$ cat src/rtl/sort_result_checker_rec_cmp.sv
// Combinational per-record check: flags a record whose key is out of sequence,
// whose payload is not all ones, or whose key drops below the previous key.
module sort_rec_cmp #(
  parameter int P_LOG = 7,
  parameter int DATW  = 64,
  parameter int KEYW  = 32
) (
  input  logic [DATW-1:0]  rec,
  input  logic [KEYW-1:0]  prev_key,
  input  logic [P_LOG-1:0] idx,
  output logic             fail
);

  logic [KEYW-1:0]      key;
  logic [DATW-KEYW-1:0] payload;
  logic [KEYW-1:0]      exp_key;
  logic                 bad_key;
  logic                 bad_payload;
  logic                 descending;

  assign key         = rec[KEYW-1:0];
  assign payload     = rec[DATW-1:KEYW];
  // Expected key is idx+1, widened before the add so idx = N-1 yields N.
  assign exp_key     = KEYW'(idx) + KEYW'(1);
  assign bad_key     = (key != exp_key);
  assign bad_payload = (payload != {(DATW-KEYW){1'b1}});
  assign descending  = (idx != '0) && (key < prev_key);
  assign fail        = bad_key | bad_payload | descending;

endmodule

$ cat config.mk
export PLATFORM = sky130hd
export DESIGN_NAME = sort_rec_cmp
export DESIGN_NICKNAME = d
export VERILOG_FILES = /design/src/rtl/sort_result_checker_rec_cmp.sv
export SDC_FILE = /design/constraint.sdc
export NUM_CORES = 1
export LEC_CHECK = 0
export ABC_AREA = 1
export CAP_MARGIN = 20
export CORE_UTILIZATION = 30
export DETAILED_ROUTE_END_ITERATION = 8
export PLACE_DENSITY = 0.75
export SYNTH_ARGS = -nofsm -noshare
export SYNTH_HDL_FRONTEND = slang
export SYNTH_SLANG_ARGS = --single-unit
$ cat constraint.sdc
create_clock -name vclk -period 1.7
set_clock_uncertainty 0.1 [all_clocks]
set_input_delay 0.34 -clock vclk [all_inputs]
set_output_delay 0.34 -clock vclk [all_outputs]
set_load 0.05 [all_outputs]
==> summary by stage <==
Routing
The pre-antenna-repair detailed-routing pass consisted of 4 iterations. The number of design rule violations left after detail routing is 0. The detailed router finished its first iteration with 34 violations. The routed via count divided by cell count is 4.586.

Dividing the detail-routed wire length by the instance count gives 11.57 um. Across all layers, the routed design uses 1816 vias. Wires add up to around 4600 um. The count of nets left with antenna violations after detail routing is 0.

Layout
The final core area utilization is 69.07%. The final standard cell count with taps included and fillers excluded is 396. The sequential standard cell area is 0 um2. After the last flow step, the layout net total stands at just under 500. The number of antenna diodes is 0. The final sequential cell count is 0.

The clock buffer count is 0. The proportion of layout cells with a drive suffix above 1 is 38.44%. The area added between synthesis and finish is 119.8%.

STA
Across all hold checks on the routed design, the worst slack comes to between 1 and 1.5 ns. Headroom to the max-slew limit came out at 85.10%. Dividing the final minimum period by the clock period gives 121.6%. The max-slew violation count is 0. The final critical path time including I/O delays and setup is 2.068 ns. The number of hold violations in the final report is 0.

Setup slack on the critical path of the routed design comes to -0.3677 ns. Setup violations remaining at the end of the flow were counted as 1. The maximum clock frequency is roughly 480 MHz. Setup repair after global routing could not meet its margin everywhere. The slew of the pin with the lowest slew margin is 0.2216 ns.

Place
Timing analysis after detailed placement gives a worst setup slack of -0.8745 ns. The number of placed instances, taps included, is 396. The HPWL after detailed placement is about 3500 um.

The total of buffers placed on input and output ports is 104. The final weighted congestion in routability-driven placement is 0.7466.

Power
The switching portion of total power is 44.55%. The net load switching power is 260.7 uW. Summed over all cells, the static leakage comes to 0.001422 uW. Across the VDD grid, the largest voltage drop is 101.4 uV.

The portion of total power attributed to the clock network is 0%. Internal power comes to between 300 and 400 uW. The share of power burned in registers is 0%.

The combinational cell fraction of total power is 100.0%. The power per cell area is 210.3 mW/mm2. The overall power is approximately 590 uW.

GRT
Entering global routing, the biggest net connects 6 pins. The initial antenna violation count was 0. In the global route stage, overall resource usage came out at 20.19%.

For this run the aggregate overflow at the end of global routing stands at 0. The first global-routing pass estimated around 7000 um of wire. The number of global-route vias before repair is 1820.

Worst hold path
The worst hold path belongs to the class input port to output pin.

Synth
The number of warning messages in the yosys log is 0. Sequential elements use 0% of the synthesized area. Of all cell types, the one taking the most synthesized area is sky130_fd_sc_hd__ha_1. The number of nets handed over by synthesis was 363. The average size of a mapped cell is 5.578 um2. In this run the cell area of the synthesized design comes to about 0.0013 mm2. The synthesized instance count is 227. After synthesis, the cell types taking the most area are sky130_fd_sc_hd__ha_1 33%, sky130_fd_sc_hd__nand2_1 16%, sky130_fd_sc_hd__inv_1 15%. In this run, distinct cell masters in the synthesized netlist total 18. The fraction of post-synthesis cell area in the top cell type by area is 32.61%.

Critical path
For the worst setup path, the data required time is 1.26 ns. The most critical setup path has its startpoint at rec[16]. The critical path endpoint category is an output pin.

The arrival time reported for the critical path endpoint is approximately 1.6 ns. STA classifies the critical path startpoint as an input port. The peak fanout along the critical path is 2. The setup path with the least slack is of type input port to output pin. The termination of the worst setup path is fail.

Die
The number of top-level pins is 104. The floorplan step defined a die boundary enclosing 0.004484 mm2. Row generation in the floorplan step produced 23 rows. For this configuration, the core starts out at a cell density of 31.43%.

After floorplanning, the core was sized to cover approximately 0.0040 mm2. The width of the die is between 60 and 70 um. The die is around 67 um tall.

Status
The flow ran to the end, but the final reports show violations. The final reports fail on negative setup slack.

Clocking
The number of setup buffers added after CTS is 0. Hold repair after CTS inserted 0 buffers.

Job
The max-capacitance violation count is 0.
-- cell families after synthesis --
kind of cell    after synthesis  share of synthesized area (%)
xor+xnor                      6                          4.150
fa+ha+maj                    33                          32.61
buf+inv                      52                          15.42
compound gates               25                          10.28
simple gates                111                          37.55
-- final cells by class --
cell class / count / area (um2)
fillers: 377 / 1246
inverters: 52 / 197.7
repair buffers: 119 / 1007
well taps: 50 / 62.56
multi-input cells: 175 / 1515
-- worst max-delay path, stage by stage --
cell and delay (ns):
sky130_fd_sc_hd__dlygate4sd2_1 0.25, sky130_fd_sc_hd__ha_2 0.18, sky130_fd_sc_hd__a21oi_2 0.14, sky130_fd_sc_hd__o21ai_1 0.09, sky130_fd_sc_hd__nand2_1 0.09, sky130_fd_sc_hd__nand3_2 0.08, sky130_fd_sc_hd__a21oi_2 0.15, sky130_fd_sc_hd__nand3_2 0.10
sky130_fd_sc_hd__nand2_4 0.08, sky130_fd_sc_hd__buf_8 0.14
-- metal layers --
layer	track usage, %	vias up	share of wire (%)
li1	-	964	-
met1	19.02	774	36
met2	43.56	70	53
met3	3.082	8	8.6
met4	4.521	0	1.7
met5	0	-	0
-- what timing repair did --
item,4_1_cts,5_1_grt
endpoints found under the setup margin,1,1
resized for setup,264,15
pin swaps,100,27
-- cell usage after synthesis (2+ instances only) --
cell type                  n
sky130_fd_sc_hd__a21oi_1  15
sky130_fd_sc_hd__ha_1     33
sky130_fd_sc_hd__inv_1    52
sky130_fd_sc_hd__nand2_1  53
sky130_fd_sc_hd__nand3_1   8
sky130_fd_sc_hd__nand4_1  10
sky130_fd_sc_hd__nor2_1   33
sky130_fd_sc_hd__nor3_1    3
sky130_fd_sc_hd__o21ai_0   5
sky130_fd_sc_hd__o21ai_1   3
sky130_fd_sc_hd__xnor2_1   2
sky130_fd_sc_hd__xor2_1    4
-- layout by cell type, fill, tap and decap left out, types with 8 or more instances in the layout --
cell                               n
sky130_fd_sc_hd__nor2_1           28
sky130_fd_sc_hd__inv_1            31
sky130_fd_sc_hd__inv_2            20
sky130_fd_sc_hd__nand2_1          44
sky130_fd_sc_hd__a21oi_2          13
sky130_fd_sc_hd__nand4_1          10
sky130_fd_sc_hd__dlygate4sd2_1    57
sky130_fd_sc_hd__nand2_2           8
sky130_fd_sc_hd__buf_2            21
sky130_fd_sc_hd__ha_4             22
sky130_fd_sc_hd__buf_4            13
sky130_fd_sc_hd__clkdlybuf4s15_1  12
-- power by group through the flow --
stage | Sequential, uW | Clock, uW | Combinational, uW
4_1_cts | 0 | 0 | 565
3_3_place_gp | 0 | 0 | 517
3_5_place_dp | 0 | 0 | 529
5_1_grt | 0 | 0 | 654
2_1_floorplan | 0 | 0 | 203
6_report | 0 | 0 | 585
-- worst min path at each step --
stage	slack, ns	cells after the start	to	startpoint
global route	1.24	7	fail	rec[5]
CTS	1.20	7	fail	rec[5]
floorplan	0.87	4	fail	rec[5]
global placement	1.58	9	fail	rec[48]
detailed placement	1.58	9	fail	rec[48]
finish	1.20	7	fail	rec[5]
-- stage by stage --
stage,setup TNS (ns),instance area [um2]
2_1_floorplan,-0.08126,1336
3_3_place_gp,-0.8379,2550
3_5_place_dp,-0.8745,2550
4_1_cts,-0.3510,2750
5_1_grt,-0.4406,2783
6_report,-0.3677,2783
Power figures use the tool's default switching activity.
